`src/rtl/gpr_ctx_engine.sv`:
```
// Context save/restore engine for the general-purpose register file.
// Define GPR_CTX_CSUM_EN to enable the XOR context checksum on ctx_csum.
module gpr_ctx_engine #(
  parameter int DATA_W   = 16,
  parameter int ADDR_W   = 3,
  parameter int NUM_REGS = 8
) (
  input  logic              clk,
  input  logic              rst_n,
  input  logic              save_start,
  input  logic              restore_start,
  input  logic              abort,
  output logic              busy,
  output logic              done,
  output logic [ADDR_W-1:0] rf_read_addr,
  input  logic [DATA_W-1:0] rf_read_data,
  output logic              rf_write_en,
  output logic [ADDR_W-1:0] rf_write_dest,
  output logic [DATA_W-1:0] rf_write_data,
  output logic              out_valid,
  input  logic              out_ready,
  output logic [DATA_W-1:0] out_data,
  output logic [ADDR_W-1:0] out_addr,
  input  logic              in_valid,
  output logic              in_ready,
  input  logic [DATA_W-1:0] in_data,
  output logic [DATA_W-1:0] ctx_csum
);

  // state   | meaning
  // IDLE    | waiting for save_start / restore_start
  // SAVE    | streaming R[0..NUM_REGS-1] out, rf_read_addr = next word to load
  // RESTORE | accepting words, each handshake becomes a write one cycle later
  // FINISH  | drain pending write, then pulse done and return to IDLE
  typedef enum logic [1:0] {IDLE, SAVE, RESTORE, FINISH} state_t;

  localparam logic [ADDR_W-1:0] LAST = ADDR_W'(NUM_REGS - 1);
  localparam logic [ADDR_W-1:0] SECOND = (NUM_REGS > 1) ? ADDR_W'(1) : '0;

  state_t            state;
  logic [ADDR_W-1:0] idx;
  logic              out_hs;
  logic              in_hs;
  logic              start_take;

  assign out_hs = out_valid & out_ready;
  assign in_hs  = in_valid & in_ready;
  // The done cycle is still treated as part of the finished operation.
  assign start_take = (state == IDLE) && !done && (save_start || restore_start);

  always_ff @(posedge clk or negedge rst_n) begin
    if (!rst_n) begin
      state         <= IDLE;
      idx           <= '0;
      busy          <= 1'b0;
      done          <= 1'b0;
      rf_read_addr  <= '0;
      rf_write_en   <= 1'b0;
      rf_write_dest <= '0;
      rf_write_data <= '0;
      out_valid     <= 1'b0;
      out_data      <= '0;
      out_addr      <= '0;
      in_ready      <= 1'b0;
    end else begin
      rf_write_en <= 1'b0;
      done        <= 1'b0;
      if (abort && state != IDLE) begin
        state        <= IDLE;
        idx          <= '0;
        busy         <= 1'b0;
        out_valid    <= 1'b0;
        in_ready     <= 1'b0;
        rf_read_addr <= '0;
      end else begin
        case (state)
          IDLE: begin
            if (start_take) begin
              idx  <= '0;
              busy <= 1'b1;
              if (save_start) begin
                // rf_read_addr sits at 0 in IDLE, so R[0] is already on the read port.
                state        <= SAVE;
                out_valid    <= 1'b1;
                out_data     <= rf_read_data;
                out_addr     <= '0;
                rf_read_addr <= SECOND;
              end else begin
                state    <= RESTORE;
                in_ready <= 1'b1;
              end
            end
          end
          SAVE: begin
            if (out_hs) begin
              if (out_addr == LAST) begin
                state        <= FINISH;
                out_valid    <= 1'b0;
                rf_read_addr <= '0;
              end else begin
                out_data     <= rf_read_data;
                out_addr     <= out_addr + ADDR_W'(1);
                idx          <= out_addr + ADDR_W'(1);
                rf_read_addr <= (rf_read_addr == LAST) ? LAST : rf_read_addr + ADDR_W'(1);
              end
            end
          end
          RESTORE: begin
            if (in_hs) begin
              rf_write_en   <= 1'b1;
              rf_write_dest <= idx;
              rf_write_data <= in_data;
              if (idx == LAST) begin
                state    <= FINISH;
                in_ready <= 1'b0;
                idx      <= '0;
              end else begin
                idx <= idx + ADDR_W'(1);
              end
            end
          end
          FINISH: begin
            if (!rf_write_en) begin
              state <= IDLE;
              busy  <= 1'b0;
              done  <= 1'b1;
              idx   <= '0;
            end
          end
          default: state <= IDLE;
        endcase
      end
    end
  end

`ifdef GPR_CTX_CSUM_EN
  logic [DATA_W-1:0] csum_q;

  always_ff @(posedge clk or negedge rst_n) begin
    if (!rst_n) begin
      csum_q <= '0;
    end else if (start_take) begin
      csum_q <= '0;
    end else if (out_hs && !abort) begin
      csum_q <= csum_q ^ out_data;
    end else if (in_hs && !abort) begin
      csum_q <= csum_q ^ in_data;
    end
  end

  assign ctx_csum = csum_q;
`else
  assign ctx_csum = '0;
`endif

endmodule

```
`config.mk`:
```
export PLATFORM = sky130hd
export DESIGN_NAME = gpr_ctx_engine
export DESIGN_NICKNAME = d
export VERILOG_FILES = /design/src/rtl/gpr_ctx_engine.sv
export SDC_FILE = /design/constraint.sdc
export NUM_CORES = 1
export LEC_CHECK = 0
export ABC_AREA = 1
export CAP_MARGIN = 20
export CORE_UTILIZATION = 47
export DETAILED_ROUTE_END_ITERATION = 6
export PLACE_DENSITY_LB_ADDON = 0.1
export SLEW_MARGIN = 10
export SYNTH_ARGS = -nofsm -noshare
export SYNTH_HDL_FRONTEND = slang
export SYNTH_SLANG_ARGS = --single-unit
```
`constraint.sdc`:
```
create_clock -name clk -period 3.38 [get_ports clk]
set_input_delay 0.676 -clock clk [delete_from_list [all_inputs] [get_ports clk]]
set_output_delay 0.676 -clock clk [all_outputs]
set_load 0.005 [all_outputs]
```
==> reports/results.ini <==
[outcome]
status = finished, final reports clean

[drt]
vias = 2242
remaining_drc_errors = 0
wl_per_cell_um = 12.1
final_antenna_net_count = 0
wl_mm = 5.69
viasPerCell = 4.78
drt_iter0_markers = 114
drt_first_pass_iters = 4

[yosys]
synth_xor_area_share_pct = 0
ys_seq_elements = 51
synth_top_family_by_area = simple AND/OR/NAND/NOR gates
ys.flop_type = dfrtp_1
synthSimpleGateAreaFrac_pct = 30.8
synth_area_mm2 = 0.00258
syn_inst = 314
muxShareOfSynthArea_pct = 0
yosysSeqAreaShare_pct = 49.5
async_reset_ff_share_pct = 100
synth-adder-area-share_pct = 4.37
avgSynthCellArea_um2 = 8.21
yosysWarnings = 0
ys_types = 27
synth-compound-area-share_pct = 5.44
synth_edf_count = 0

[timing]
setup_viol = 0
hold_violations = 0
skew_ps = 5.96
period_share_pct = 70.7
relSlewSlack_pct = 57.8
maxSlewViolCount = 0
worst_pin_slew_ps = 633
setup_slack_ps = 991
fin_tns_setup_ps = 0
fmax_ghz = 0.419
fin_crit_ps = 2390
grt_setup_unrepaired = no

[worst_setup_path]
worstSetupPathType = reg2reg
startpoint_type = flop
crit_arrival_ps = 2640
crit_path_start = state[0]
reg2reg_depth = 8
r2r_slack_ps = 990
cp_max_fo = 19
required_ps = 3630
end_kind = flop
timing.rr.start = state[0]
r2r_end = rf_write_data[12]

[clocking]
cts_num_sinks = 51
clk_latency_ps = 310
post_cts_resize_count = 0
htreeDepth = 2
cts-root-buf = clkbuf_8
cts_buffers = 5
cts_max_path_buffers = 2
path_clk_slew_ps = 100
tritoncts = done
cts_setup_buffers = 0
cts_hold_buf = 0

[final_layout]
postLayoutCellArea_mm2 = 0.00350
n_antenna_cell = 0
layout-drive-gt1-share_pct = 5.01
syn2layout_area_growth_pct = 35.9
final_nets = 446
instances_no_fill = 469
fill_cells = 467

[placement]
gp_congestion = 0.894
portBuffers = 84
placed_area_mm2 = 0.00339
dp_cells = 461
dp_slack_ps = 785
dp_hpwl_mm = 4.02

[floorplan]
io_pins = 101
start_util_pct = 49.5
dieArea_mm2 = 0.00578
die_w_um = 76.1
placementRows = 26
core-area_mm2 = 0.00520
dieHeight_um = 76.1

[pwr]
leakagePower_nw = 1.78
power.share.clock_pct = 15.2
ir_drop_mv = 0.467
pwr-share-seq_pct = 35.1
pwr-share-comb_pct = 49.6
p_per_area_mw_per_mm2 = 818
p_switching_mw = 1.09
p_sw_share_pct = 38.2
power.total_mw = 2.87
p_int_mw = 1.77

[hold_path]
hold_class = in2async

[global_routing]
gr-max-usage-layer = met2
grt_pass1_wl_mm = 9.50
use_met1_pct = 27.7
grt_max_degree = 30
grtUsageMet3_pct = 5.15
track_usage_pct = 20.4
grt_overflow = 0
grt_use_met2_pct = 32.6
grt_pass1_vias = 2044
antenna_found_initial = 0

[run]
maxCapViolations = 0

==> metal layers <==
metal  wire, um  vias up
li1           -     1136
met1       2690     1020
met2       2590       80
met3        352        6
met4         55        0
met5          0        -
==> logic make-up after synthesis <==
| logic type | after synthesis |
|---|---|
| and+or+nand+nor | 190 |
| DFF | 51 |
| buffers and inverters | 41 |
| AOI/OAI and AO/OA | 22 |
| adders and majority gates | 9 |
| other | 1 |
==> state kept, by name, summed over array words and instances, names as in the netlist <==
register	cells
state	2
done	1
in_ready	1
idx	3
out_valid	1
rf_write_dest	3
rf_write_data	16
rf_read_addr	3
rf_write_en	1
out_addr	3
busy	1
out_data	16
==> cells in the mapped netlist, types with 2 or more instances <==
library cell | instances | area, um2
buf_4 | 20 | 150
ha_1 | 9 | 113
a21oi_1 | 3 | 15.0
inv_2 | 2 | 7.51
dfrtp_1 | 51 | 1280
inv_1 | 14 | 52.6
nand3b_1 | 2 | 15.0
o21ai_2 | 2 | 17.5
nand3_1 | 27 | 135
buf_6 | 3 | 33.8
o21ai_1 | 3 | 15.0
clkbuf_1 | 2 | 7.51
nand2_1 | 135 | 507
nor2_1 | 16 | 60.1
o21ai_0 | 8 | 40.0
nand4_1 | 6 | 37.5
==> critical path, stage by stage, from the launching register on <==
cell and delay, ps:
dfrtp_1 420, inv_1 130, ha_1 310, inv_2 100, nand2_1 310, nand4_1 460
inv_2 420, nand2_1 90, nand2_1 80
==> power by group through the flow <==
stage | clock (mW) | combinational [mW] | sequential, mW
final | 0.436 | 1.42 | 1.01
after global routing | 0.472 | 1.58 | 1.04
after CTS | 0.447 | 1.44 | 1.01
after detailed placement | 0 | 1.43 | 1.01
after global placement | 0 | 1.41 | 1.01
after floorplan | 0 | 0.806 | 1.02
==> worst max path at each step <==
stage                        end  slack, ps
2_1_floorplan        out_addr[1]       1710
3_3_place_gp         out_addr[2]        820
3_5_place_dp    rf_write_data[1]        790
4_1_cts         rf_write_data[1]        990
5_1_grt        rf_write_data[10]        730
6_report       rf_write_data[12]        990
==> cell usage in the layout (no fill, tap or decap), types with 2 or more instances in the layout <==
cell             Yosys  layout
inv_1               14      14
buf_4               20       3
nand4_1              6       6
dfrtp_1             51      51
o21ai_0              8       8
inv_2                2       2
clkbuf_8             0       5
o21ai_1              3       3
nand3b_1             2       2
clkdlybuf4s50_1      0      83
o21ai_2              2       2
a21oi_1              3       3
conb_1               1      16
ha_1                 9       9
nor2_1              16      16
nand2_1            135     135
nand3_1             27      27
==> per-stage QoR <==
step | hold slack, ps | utilization (%)
floorplan | 380 | -
global placement | 453 | 65.1
detailed placement | 459 | 65.1
CTS | 391 | 67.3
global route | 424 | 67.3
finish | 374 | 67.3
==> layout make-up <==
class / count / area, um2 / area share, %
clock buffer: 5 / 68.8 / 1.96
clock inverter: 3 / 46.3 / 1.32
inverter: 16 / 60.1 / 1.71
multi-input combinational: 237 / 1110 / 31.6
sequential: 51 / 1280 / 36.4
tap: 70 / 87.6 / 2.50
timing repair buffer: 87 / 858 / 24.5
Note: power is estimated with default switching activity, not from simulation.
